<file path="src/rtl/dse3w_tx_if.sv">
// Byte handshake between an upstream source and the DSE3W transmit encoder.
interface dse3w_tx_if;
  logic [7:0] tx_data;
  logic       tx_valid;
  logic       tx_ready;

  modport master (output tx_data, output tx_valid, input tx_ready);
  modport slave  (input tx_data, input tx_valid, output tx_ready);
endinterface

</file>
<file path="src/rtl/dse3w_tx.sv">
// DSE3W 3-wire data-strobe transmit encoder: LSB-first, one wire toggle per bit.
// Optional odd-parity 9th symbol when DSE3W_PARITY_EN is defined.
module dse3w_tx #(
  parameter int unsigned DIV = 4
) (
  input  logic           clk,
  input  logic           rst,
  dse3w_tx_if.slave      tx,
  output logic [2:0]     line,
  output logic           busy
);

`ifdef DSE3W_PARITY_EN
  localparam int unsigned N = 9;
`else
  localparam int unsigned N = 8;
`endif

  typedef enum logic [1:0] {IDLE = 2'd0, SHIFT = 2'd1, GAP = 2'd2} state_t;

  state_t         state_r, state_n;
  logic [2:0]     line_r, line_n;
  logic [1:0]     l_r, l_n;
  logic [N-1:0]   sh_r, sh_n, frame_s;
  logic [7:0]     sym_r, sym_n;
  logic [3:0]     bit_r, bit_n;
  logic           tog_s, tog_bit_s;
  logic [1:0]     idx_s;

  // Wire toggled for a bit value given the last toggled wire: 0 -> L+1, 1 -> L+2 (mod 3).
  function automatic logic [1:0] next_wire(input logic [1:0] last, input logic bit_v);
    logic [1:0] r;
    case (last)
      2'd0:    r = bit_v ? 2'd2 : 2'd1;
      2'd1:    r = bit_v ? 2'd0 : 2'd2;
      default: r = bit_v ? 2'd1 : 2'd0;
    endcase
    return r;
  endfunction

  function automatic logic odd_parity(input logic [7:0] d);
    return ~^d;
  endfunction

`ifdef DSE3W_PARITY_EN
  assign frame_s = {odd_parity(tx.tx_data), tx.tx_data};
`else
  assign frame_s = tx.tx_data;
`endif

  // Next-state and datapath: GAP reuses the symbol counter for two DIV-long halves
  always_comb begin
    state_n   = state_r;
    sh_n      = sh_r;
    sym_n     = sym_r;
    bit_n     = bit_r;
    tog_s     = 1'b0;
    tog_bit_s = 1'b0;
    case (state_r)
      IDLE: begin
        if (tx.tx_valid) begin
          tog_s     = 1'b1;
          tog_bit_s = tx.tx_data[0];
          sh_n      = frame_s >> 1'b1;
          sym_n     = 8'd0;
          bit_n     = 4'd0;
          state_n   = SHIFT;
        end else begin
          state_n   = IDLE;
        end
      end
      SHIFT: begin
        if (sym_r == 8'(DIV - 1)) begin
          sym_n = 8'd0;
          if (bit_r == 4'(N - 1)) begin
            bit_n   = 4'd0;
            state_n = GAP;
          end else begin
            bit_n     = bit_r + 4'd1;
            tog_s     = 1'b1;
            tog_bit_s = sh_r[0];
            sh_n      = sh_r >> 1'b1;
          end
        end else begin
          sym_n = sym_r + 8'd1;
        end
      end
      GAP: begin
        if (sym_r == 8'(DIV - 1)) begin
          sym_n = 8'd0;
          if (bit_r == 4'd1) begin
            bit_n   = 4'd0;
            state_n = IDLE;
          end else begin
            bit_n   = 4'd1;
          end
        end else begin
          sym_n = sym_r + 8'd1;
        end
      end
      default: begin
        state_n = IDLE;
      end
    endcase

    idx_s = next_wire(l_r, tog_bit_s);
    if (tog_s) begin
      line_n = line_r ^ (3'b001 << idx_s);
      l_n    = idx_s;
    end else begin
      line_n = line_r;
      l_n    = l_r;
    end
  end

  // State and datapath registers
  always_ff @(posedge clk or posedge rst) begin
    if (rst) begin
      state_r <= IDLE;
      line_r  <= 3'b000;
      l_r     <= 2'd2;
      sh_r    <= '0;
      sym_r   <= 8'd0;
      bit_r   <= 4'd0;
    end else begin
      state_r <= state_n;
      line_r  <= line_n;
      l_r     <= l_n;
      sh_r    <= sh_n;
      sym_r   <= sym_n;
      bit_r   <= bit_n;
    end
  end

  assign tx.tx_ready = (state_r == IDLE);
  assign busy        = (state_r != IDLE);
  assign line        = line_r;

endmodule
</file>
<file path="src/flat_wrapper.sv">
// flat-port wrapper written by rule: the top's interface ports become plain ports
module dse3w_tx_flat 
#(
  parameter int unsigned DIV = 4
)
  (clk, rst, line, busy, tx_tx_data, tx_tx_valid, tx_tx_ready);
  dse3w_tx_if tx_i ();
  input  logic clk;
  input  logic rst;
  output logic [2:0] line;
  output logic busy;
  input wire logic [$bits(tx_i.tx_data)-1:0] tx_tx_data;
  input wire logic [$bits(tx_i.tx_valid)-1:0] tx_tx_valid;
  output wire logic [$bits(tx_i.tx_ready)-1:0] tx_tx_ready;
  assign tx_i.tx_data = tx_tx_data;
  assign tx_i.tx_valid = tx_tx_valid;
  assign tx_tx_ready = tx_i.tx_ready;
  dse3w_tx #(.DIV(DIV)) u_core (.clk(clk), .rst(rst), .tx(tx_i), .line(line), .busy(busy));
endmodule
</file>
<file path="config.mk">
export PLATFORM = sky130hd
export DESIGN_NAME = dse3w_tx_flat
export DESIGN_NICKNAME = d
export VERILOG_FILES = /design/src/rtl/dse3w_tx_if.sv /design/src/rtl/dse3w_tx.sv /design/src/flat_wrapper.sv
export SDC_FILE = /design/constraint.sdc
export NUM_CORES = 1
export LEC_CHECK = 0
export BUFFER_PORTS_ARGS = -buffer_cell sky130_fd_sc_hd__buf_2
export CAP_MARGIN = 20
export CELL_PAD_IN_SITES_DETAIL_PLACEMENT = 1
export CELL_PAD_IN_SITES_GLOBAL_PLACEMENT = 1
export CORE_UTILIZATION = 30
export CTS_CLUSTER_DIAMETER = 60
export DETAILED_ROUTE_END_ITERATION = 7
export GPL_ROUTABILITY_DRIVEN = 0
export GPL_TIMING_DRIVEN = 0
export PLACE_DENSITY = 0.67
export SLEW_MARGIN = 15
export SYNTH_ARGS = -nofsm -noshare
export SYNTH_HDL_FRONTEND = slang
export SYNTH_SLANG_ARGS = --single-unit
</file>
<file path="constraint.sdc">
create_clock -name clk -period 2.5 [get_ports clk]
set_clock_uncertainty 0.15 [all_clocks]
set_input_delay 0.5 -clock clk [delete_from_list [all_inputs] [get_ports clk]]
set_output_delay 0.5 -clock clk [all_outputs]
set_load 0.02 [all_outputs]
</file>
# Word level (Yosys, flattened, before mapping)
# Cells that the tools add are included.
# word_totals
regBits	27
elab_cells	64
# classes
add_sub_neg	2
n_reduce_logical	11
muxes	31
n_shift	1
bitwise_logic	1
eq_ne	12
# ops
operator	n
8-bit 2-to-1 mux	5
8-bit one-hot mux with 2 select lines	2
4-bit 2-to-1 mux	4
2-bit 2-to-1 mux	6
4-bit one-hot mux with 3 select lines	1
4-bit AND reduction	3
1-bit 2-to-1 mux	9
8-bit by 1-bit adder with 8-bit output (second input constant)	1
8-bit by 2-bit == test with 1-bit output (second input constant)	1
2-bit by 1-bit != test with 1-bit output (second input constant)	4
2-bit one-hot mux with 3 select lines	1
2-bit nonzero test	3
4-bit by 1-bit adder with 4-bit output (second input constant)	1
2-bit by 1-bit == test with 1-bit output (second input constant)	2
4-bit by 1-bit == test with 1-bit output (second input constant)	1
4-bit by 3-bit == test with 1-bit output (second input constant)	1
2-bit zero test	2
2-bit != test (second input constant)	2
1-bit one-hot mux with 2 select lines	2
2-bit one-hot mux with 2 select lines	1
3-bit nonzero test	1
1-bit by 2-bit left shift with 3-bit output (first input constant)	1
3-bit XOR	1
2-bit == test (second input constant)	1
2 further kinds	2

# Longest topological paths before layout
# Gate-level depths: netlist of the first run.
# depth
depth_word	8
mapped_depth	8
depth_no_buf	7

# Worst setup path before layout of the first run
# Ideal clock, no wire load.
# synth_timing
kind	reg-to-reg
from	register u_core.state_r[0]
to	register u_core.sh_r[0]
period_less_slack_ns	2.002
t_arrival_ns	1.727
t_required_ns	2.225
path_buffers	0
stages_incl_launch_ff	6
path_slack_ns	0.498
cell_sequence	dfrtp_1 -> inv_1 -> ha_1 -> or2b_2 -> a21oi_4 -> mux2_2
# synth_via
elab_chain_len	3
elab_cells_between_ends	8
cone_classes	4 x eq/ne; 1 x mux; 3 x reduce/logical
# synth_lines
element	line_no	rtl
start: declaration	dse3w_tx.sv:21	state_t state_r, state_n;
start signal: assignment	dse3w_tx.sv:126	state_r <= state_n;
2-bit zero test (*)	-	
named net tx_tx_ready	flat_wrapper.sv:14	output wire logic [$bits(tx_i.tx_ready)-1:0] tx_tx_ready;
2-bit != test (no source line) or 2-bit nonzero test (tied branches)	-	
4-bit AND reduction (no source line)	-	
end signal: assignment	dse3w_tx.sv:129	sh_r <= sh_n;
end: declaration	dse3w_tx.sv:24	logic [N-1:0] sh_r, sh_n, frame_s;
# The timed path passes the listed nets; every way through them passes the cells marked *.
# A chain may end at the register's enable or synchronous reset.

# Worst setup path after layout of the first run
# layout_timing
from	register u_core.sym_r[0]
to	register u_core.sh_r[1]
# layout_via
elab_chain_len	3
# layout_lines
element	line_no	rtl
start: declaration	dse3w_tx.sv:25	logic [7:0] sym_r, sym_n;
start signal: assignment	dse3w_tx.sv:130	sym_r <= sym_n;
8-bit by 2-bit == test with 1-bit output	dse3w_tx.sv:73	if (sym_r == 8'(DIV - 1)) begin
2-bit by 1-bit != test with 1-bit output (no source line)	-	
4-bit AND reduction (no source line)	-	
# Every way passes these cells.

==> reports/metrics.cfg, run 1 <==
[run_status]
status=finished, final reports clean

[timing]
finalSetupViolCount=0
fmaxAchievable_mhz=443.9
slew_violations=0
post-route-period-util_pct=90.11
layout_min_cycle_time_ns=2.253
finalHoldViolations=0
rsz0062_at_grt=no
maxSlewHeadroom_pct=66.10
hold_slack_ns=0.006496
fin_tns_setup_ns=0
worstMarginPinSlew_ns=0.5019

[power_and_ir_drop]
switching_power_uw=654.0
p_per_area_mw_per_mm2=988.2
p_int_uw=1029
ir_worst_vdd_uv=536.8
p_leak_uw=0.0007386
pwr-share-clk_pct=14.7
p_seq_share_pct=39.2
fin_total_pwr_uw=1683
power_frac_comb_pct=46.2
p_sw_share_pct=38.86

[cells_and_area]
nets=177
drive_above_1_share_pct=27.04
fillCellCount=559
num_antenna_cells=0
area_growth_pct=15.73

[critical_path]
endpoint_kind=flip-flop
r2r_setup_slack_ns=0.25
cp_max_fo=7
reg2reg_to=u_core.sh_r[1]
required_ns=2.51
r2r-start=u_core.sym_r[0]
crit_arrival_ns=2.26
startpoint_type=flip-flop
critPathKind=flip-flop to flip-flop
reg2reg_depth=6

[synth]
synthAdderAreaFrac_pct=5.102
avgSynthCellArea_um2=10.59
synth-edff-count=0
synthTopCellsByArea=dfrtp_1 (43%), mux2_2 (11%), ha_1 (5.1%)
synthCells=139
ys_async_sr_fraction_pct=100.0
synth-compound-area-share_pct=13.95
yosys.area_share.simple_pct=17.86
synth_area_mm2=0.001471
yosys.area.top_type=dfrtp_1
yosysWarnings=0
ys.flop_type=dfrtp_1
synthDistinctLibCells=41
syn_nets=156
yosysTopAreaCellShare_pct=42.52
synth_top_family_by_area=simple AND/OR/NAND/NOR gates
ys_seq_elements=26
synth_xor_area_share_pct=4.762
synth_seq_area_share_pct=44.30
synthMuxAreaShare_pct=11.39

[clock_tree]
cts.sinks=26
cts_resized=0
clock-root-buffer=clkbuf_8
clockBufferDepth=2
tritoncts=done
hold_buffers=0
worst_skew_pair.late_latency_ns=0.27
path_clk_slew_ns=0.09
cts-buffers-inserted=3
h-tree-depth=1
cts_setup_buffers=0

[global_route]
grt_util_met1_pct=18.01
antenna_found_initial=0
use_met3_pct=3.333
grt_pass1_vias=1218
grt_busiest_layer=met2
grt_max_degree=27
track_usage_pct=14.09
grt_pass1_wl_um=5658
grt_overflow=0
met2_usage_pct=24.84

[detailed_routing]
antenna_left=0
vias=1115
drt-pass1-iter-count=4
vias_per_cell=4.934
wire_per_inst_um=14.33
drtIter0Drc=24
drt_drc_violations_left=0
routed_wl_um=3239

[die]
floorplan.rows=25
die_x_um=72.04
die_area_mm2=0.005189
io_pins=16
core_mm2=0.004723
start_util_pct=31.15
die_h_um=72.04

[placement]
dp_hpwl_um=2457
port_buffers=15

[run]
cap_viol_max_count=0

[hold_path]
hp-class=input port to asynchronous set/reset pin

-- worst max-delay path, stage by stage, from the launching register on --
cell,delay [ns]
dfrtp_1,0.40
ha_1,0.28
nor4b_4,0.35
and2_4,0.24
nand3_2,0.09
a21oi_4,0.26
mux2_2,0.37
-- power groups by stage --
stage | clock, uW | sequential (uW) | combinational (uW)
after floorplan | 0 | 675 | 572
after global placement | 0 | 659 | 746
after detailed placement | 0 | 672 | 786
after CTS | 259 | 663 | 789
after global routing | 279 | 682 | 885
final | 247 | 659 | 777
-- per-layer routing --
layer  share of wire (%)  vias to the layer above
met4                0.46                        0
met3                 3.0                        2
met1                  49                      559
met5                   0                        -
met2                  48                       19
li1                    -                      535
-- sequential cells by signal (all words and copies together) (netlist names) --
name / flops
u_core.sym_r: 8
u_core.sh_r: 7
u_core.bit_r: 4
u_core.line: 3
u_core.l_r: 2
u_core.state_r: 2
-- layout by cell type (no fill, tap or decap), types with 4 or more instances in the layout --
master and instances:
xor2_1 6, dfrtp_1 25, inv_1 7, o21ai_0 9, mux2_2 14, a21oi_1 5
buf_2 16, nand2_1 11, ha_1 6, and2_1 4, nor2_1 9
-- cell type report --
class / instances / area, um2 / share of cell area (%)
well taps: 67 / 83.83 / 4.923
plain buffers: 2 / 8.758 / 0.5143
inverters: 8 / 30.03 / 1.763
multi-input cells: 103 / 780.7 / 45.85
flip-flops and latches: 26 / 651.9 / 38.28
clock buffers: 4 / 45.04 / 2.645
repair buffers: 16 / 102.6 / 6.025
-- worst max-delay path by stage --
stage,start,slack (ns),cells past startpoint,endpoint
finish,u_core.sym_r[0],0.25,6,u_core.sh_r[1]
global placement,u_core.sym_r[0],0.33,6,u_core.sh_r[3]
CTS,u_core.sym_r[0],0.24,6,u_core.sh_r[5]
global route,u_core.sym_r[0],0.11,6,u_core.state_r[0]
floorplan,u_core.state_r[0],0.50,5,u_core.sh_r[0]
detailed placement,u_core.sym_r[0],0.26,6,u_core.sh_r[5]
-- synth_stat cells, types with 2 or more instances --
| cell | number |
|---|---|
| a21oi_1 | 5 |
| a32o_1 | 2 |
| and2_1 | 4 |
| and3_1 | 3 |
| dfrtp_1 | 25 |
| ha_1 | 6 |
| inv_1 | 8 |
| mux2_2 | 14 |
| nand2_1 | 11 |
| nand3_1 | 3 |
| nand4_1 | 3 |
| nor2_1 | 9 |
| o21ai_0 | 9 |
| o21ai_1 | 2 |
| o31ai_1 | 3 |
| xnor2_1 | 2 |
| xor2_1 | 6 |
-- cell families after synthesis --
| family | after synthesis |
|---|---|
| simple gates | 44 |
| compound gates | 30 |
| flops | 26 |
| mux | 15 |
| buf+inv | 10 |
| xor+xnor | 8 |
| fa+ha+maj | 6 |
-- per-stage QoR --
stage | worst slack, ns | cells | cell area (um2) | util (%)
detailed placement | 0.2573 | 221 | 1630 | 34.52
global route | 0.1104 | 226 | 1703 | 36.05
finish | 0.2472 | 226 | 1703 | 36.05
CTS | 0.2419 | 225 | 1675 | 35.47
floorplan | 0.4980 | 139 | 1471 | -
global placement | 0.3345 | 221 | 1630 | 34.52
Note: power is estimated with default switching activity, not from simulation.
==> run 2: changes to the inputs <==
- CELL_PAD_IN_SITES_DETAIL_PLACEMENT: 1 -> 2
- CELL_PAD_IN_SITES_GLOBAL_PLACEMENT: 1 -> 2
- PLACE_DENSITY: 0.67 -> 0.76
==> reports/metrics.cfg, run 2 (synthesis results as in run 1) <==
[timing]
layout_min_cycle_time_ns=2.311
post-route-period-util_pct=92.45
finalSetupViolCount=0
worstMarginPinSlew_ns=0.5415
fmaxAchievable_mhz=432.7
fin_ws_ns=0.1887
rsz0062_at_grt=no
finalHoldViolations=0
maxSlewHeadroom_pct=63.86
fin_tns_setup_ns=0
slew_violations=0

[critical_path]
required_ns=2.52
critPathKind=flip-flop to flip-flop
crit_arrival_ns=2.33
cp_max_fo=7
reg2reg_depth=6
path_cells=ha_1 -> nor4b_4 -> and2_4 -> nand3_2 -> a21oi_4 -> mux2_2
crit_slowest_cell=dfrtp_1
slowest_delay_ns=0.42
startpoint_type=flip-flop
endpoint_kind=flip-flop

[detailed_routing]
wire_per_inst_um=15.89
antenna_left=0
drt-pass1-iter-count=3
vias=1111
vias_per_cell=4.916
drt_drc_violations_left=0
drtIter0Drc=18
routed_wl_um=3592

[clock_tree]
clockBufferDepth=2
hold_buffers=0
cts.sinks=26
path_clk_slew_ns=0.10
tritoncts=done
cts_setup_buffers=0
h-tree-depth=1
clock-root-buffer=clkbuf_8
worst_skew_pair.late_latency_ns=0.28
cts-buffers-inserted=3
cts_resized=0

[power_and_ir_drop]
fin_total_pwr_uw=1745
p_per_area_mw_per_mm2=1019
ir_worst_vdd_uv=364.6
p_leak_uw=0.0007483

[cells_and_area]
drive_above_1_share_pct=27.67
top_regs=u_core.sym_r x8, u_core.sh_r x7, u_core.bit_r x4
seqCellArea_um2=651.9
final_common_cell=dfrtp_1
num_antenna_cells=0
nets=177
fillCellCount=515
area_growth_pct=16.41
stdcell_count=226
top_register=u_core.sym_r
layout_common_cells=dfrtp_1 (25), buf_2 (16), mux2_2 (14)
multi_input_area_um2=780.7
largest_reg_flops=8

[die]
core_mm2=0.004723
die_area_mm2=0.005189
floorplan.rows=25
io_pins=16
start_util_pct=31.15
die_x_um=72.04
die_h_um=72.04

[placement]
dp_hpwl_um=2740
dp_cells=221
dp_worst_setup_slack_ns=0.1670
port_buffers=15

[global_route]
grt_pass1_vias=1268
grt_max_degree=27
grt_overflow=0
grt_pass1_wl_um=6216
track_usage_pct=15.41
antenna_found_initial=0

[run]
cap_viol_max_count=0

[run_status]
status=finished, final reports clean

[hold_path]
hp-class=input port to asynchronous set/reset pin

run 2: cell count changes in the layout (fill, tap and decap cells not counted), sizes merged:
cell	change
inv	+1
clkinv	-1
run 2: power by group:
part           internal, uW  total [uW]  switching [uW]
registers               562         670             108
clock network           141         288             146
logic                   353         788             435
total                  1060        1750             689
run 2: cell type report:
class | instances | share of cell area, %
flip-flops and latches | 26 | 38.06
inverters | 8 | 1.753
well taps | 67 | 4.894
plain buffers | 2 | 0.5113
clock buffers | 4 | 3.214
multi-input cells | 103 | 45.58
repair buffers | 16 | 5.990
run 2: per-layer routing:
| layer | up-vias | GRT usage [%] | wire, um |
|---|---|---|---|
| met5 | - | 0 | 0 |
| met4 | 0 | 4.575 | 48 |
| met3 | 5 | 2.500 | 60 |
| met2 | 12 | 27.99 | 1931 |
| met1 | 559 | 18.75 | 1551 |
| li1 | 535 | - | - |
run 2: metrics by stage:
stage,hold WS (ns),utilization (%),cell area (um2)
after global placement,0.3011,34.52,1630
after global routing,0.1241,36.26,1713
final,0.09214,36.26,1713
after detailed placement,0.3179,34.52,1630
after CTS,0.3325,35.68,1685
after floorplan,0.3106,-,1471
run 2: final timing paths:
path,from,endpoint,slack [ns]
setup / recovery,u_core.sym_r[0],u_core.sh_r[0],0.19
hold / removal,rst,u_core.sym_r[7],0.09
setup reg to reg,u_core.sym_r[0],u_core.sh_r[0],0.19
hold reg to reg,u_core.line[1],u_core.line[1],0.33
max in group asynchronous,rst,u_core.l_r[1],1.56
min in group clk,u_core.line[1],u_core.line[1],0.33
run 2: critical path, delay by kind of cell (launching register included):
kind / cells / cell delay, ns
DFF: 1 / 0.42
and+or+nand+nor: 3 / 0.71
adders and majority gates: 1 / 0.29
AOI/OAI and AO/OA: 1 / 0.26
muxes: 1 / 0.37
==> run 3: changes to the inputs <==
- CELL_PAD_IN_SITES_DETAIL_PLACEMENT: 2 -> not set
- CELL_PAD_IN_SITES_GLOBAL_PLACEMENT: 2 -> not set
- PLACE_DENSITY: 0.76 -> 0.57
==> reports/metrics.cfg, run 3 (synthesis results as in run 1) <==
[run_status]
status=finished, final reports clean

[critical_path]
crit_slowest_cell=dfrtp_1
reg2reg_to=u_core.sh_r[1]
crit_arrival_ns=2.22
crit_buf_inv=0
critPathKind=flip-flop to flip-flop
r2r-start=u_core.sym_r[0]
slowest_delay_ns=0.40
crit_family=simple AND/OR/NAND/NOR gates
cp_max_fo=7
reg2reg_depth=6
r2r_setup_slack_ns=0.28
path_cells=ha_1 -> nor4b_4 -> and2_4 -> nand3_2 -> a21oi_4 -> mux2_2
required_ns=2.50
endpoint_kind=flip-flop
startpoint_type=flip-flop

[cells_and_area]
fin_area_mm2=0.001700
top_register=u_core.sym_r
nets=177
drive_above_1_share_pct=27.67
utilization_pct=36.00
stdcell_count=226
largest_reg_flops=8
area_growth_pct=15.56
top_regs=u_core.sym_r x8, u_core.sh_r x7, u_core.bit_r x4
final_common_cell=dfrtp_1
layout_common_cells=dfrtp_1 (25), buf_2 (16), mux2_2 (14)
num_antenna_cells=0

[global_route]
antenna_found_initial=0
grt_pass1_vias=1068
grt_max_degree=27
grt_pass1_wl_um=4857
track_usage_pct=11.90
grt_overflow=0

[timing]
finalHoldViolations=0
post-route-period-util_pct=88.69
fmaxAchievable_mhz=451.0
slew_violations=0
rsz0062_at_grt=no
worstMarginPinSlew_ns=0.5571
maxSlewHeadroom_pct=62.82
fin_ws_ns=0.2828
finalSetupViolCount=0
fin_tns_setup_ns=0
layout_min_cycle_time_ns=2.217

[detailed_routing]
wire_per_inst_um=12.73
drt_drc_violations_left=0
vias=1097
vias_per_cell=4.854
antenna_left=0
drtIter0Drc=43
routed_wl_um=2877
drt-pass1-iter-count=4

[die]
floorplan.rows=25
core_mm2=0.004723
die_x_um=72.04
start_util_pct=31.15
io_pins=16
die_area_mm2=0.005189
die_h_um=72.04

[placement]
dp_cells=221
port_buffers=15
dp_hpwl_um=2175
dp_worst_setup_slack_ns=0.2511
place_area_mm2=0.001630

[power_and_ir_drop]
p_sw_share_pct=37.66
p_seq_share_pct=39.2
switching_power_uw=635.8
power_frac_comb_pct=44.8
p_int_uw=1053
p_leak_uw=0.0007431
ir_worst_vdd_uv=360.8
pwr-share-clk_pct=16.1
p_per_area_mw_per_mm2=992.9

[clock_tree]
worst_skew_pair.late_latency_ns=0.27
hold_buffers=0
cts_resized=0
h-tree-depth=1
cts_setup_buffers=0
cts.sinks=26
clockBufferDepth=2
path_clk_slew_ns=0.09
cts-buffers-inserted=3
tritoncts=done
clock-root-buffer=clkbuf_8

[run]
cap_viol_max_count=0

[hold_path]
hp-class=input port to asynchronous set/reset pin

run 3: cell count changes in the layout (fill, tap and decap cells not counted):
cell,previous run,this run
buf_16,1,0
buf_8,0,1
run 3: metrics by stage:
| step | total power, uW | hold WS (ns) |
|---|---|---|
| final | 1688 | 0.1107 |
| after global routing | 1827 | 0.1423 |
| after CTS | 1716 | 0.3287 |
| after detailed placement | 1435 | 0.3113 |
| after global placement | 1395 | 0.3029 |
| after floorplan | 1247 | 0.3106 |
run 3: worst register-to-register path: cells and delay by family, from the launching register on:
family          cells  cell delay [ns]
mux                 1             0.37
simple gates        3             0.67
fa+ha+maj           1             0.25
compound gates      1             0.26
flops               1             0.40
run 3: per-layer routing:
metal | routed length (um) | part of all wire [%] | global-route usage [%] | vias to the layer above
li1 | - | - | - | 539
met1 | 1327 | 46 | 14.95 | 526
met2 | 1431 | 50 | 20.13 | 26
met3 | 86 | 3.0 | 3.056 | 6
met4 | 31 | 1.1 | 3.704 | 0
met5 | 0 | 0 | 0 | -
run 3: area by class of cell:
type,count,area [um2]
buffer,2,8.758
clock buffer,4,55.05
fill,481,3023
inverter,8,30.03
multi-input combinational,103,780.7
sequential,26,651.9
tap,67,83.83
timing repair buffer,16,90.09
run 3: worst max-delay path by stage:
stage / from / end / slack (ns) / depth (start not counted)
3_5_place_dp: u_core.sym_r[0] / u_core.sh_r[1] / 0.25 / 6
3_3_place_gp: u_core.sym_r[0] / u_core.sh_r[5] / 0.31 / 6
2_1_floorplan: u_core.state_r[0] / u_core.sh_r[0] / 0.50 / 5
5_1_grt: u_core.sym_r[0] / u_core.sh_r[1] / 0.10 / 6
4_1_cts: u_core.sym_r[0] / u_core.sh_r[1] / 0.24 / 6
6_report: u_core.sym_r[0] / u_core.sh_r[1] / 0.28 / 6
run 3: power by group through the flow:
| stage | combinational, uW | sequential, uW | clock (uW) |
|---|---|---|---|
| detailed placement | 764 | 671 | 0 |
| CTS | 766 | 663 | 286 |
| global placement | 737 | 657 | 0 |
| finish | 756 | 662 | 271 |
| floorplan | 572 | 675 | 0 |
| global route | 846 | 683 | 297 |
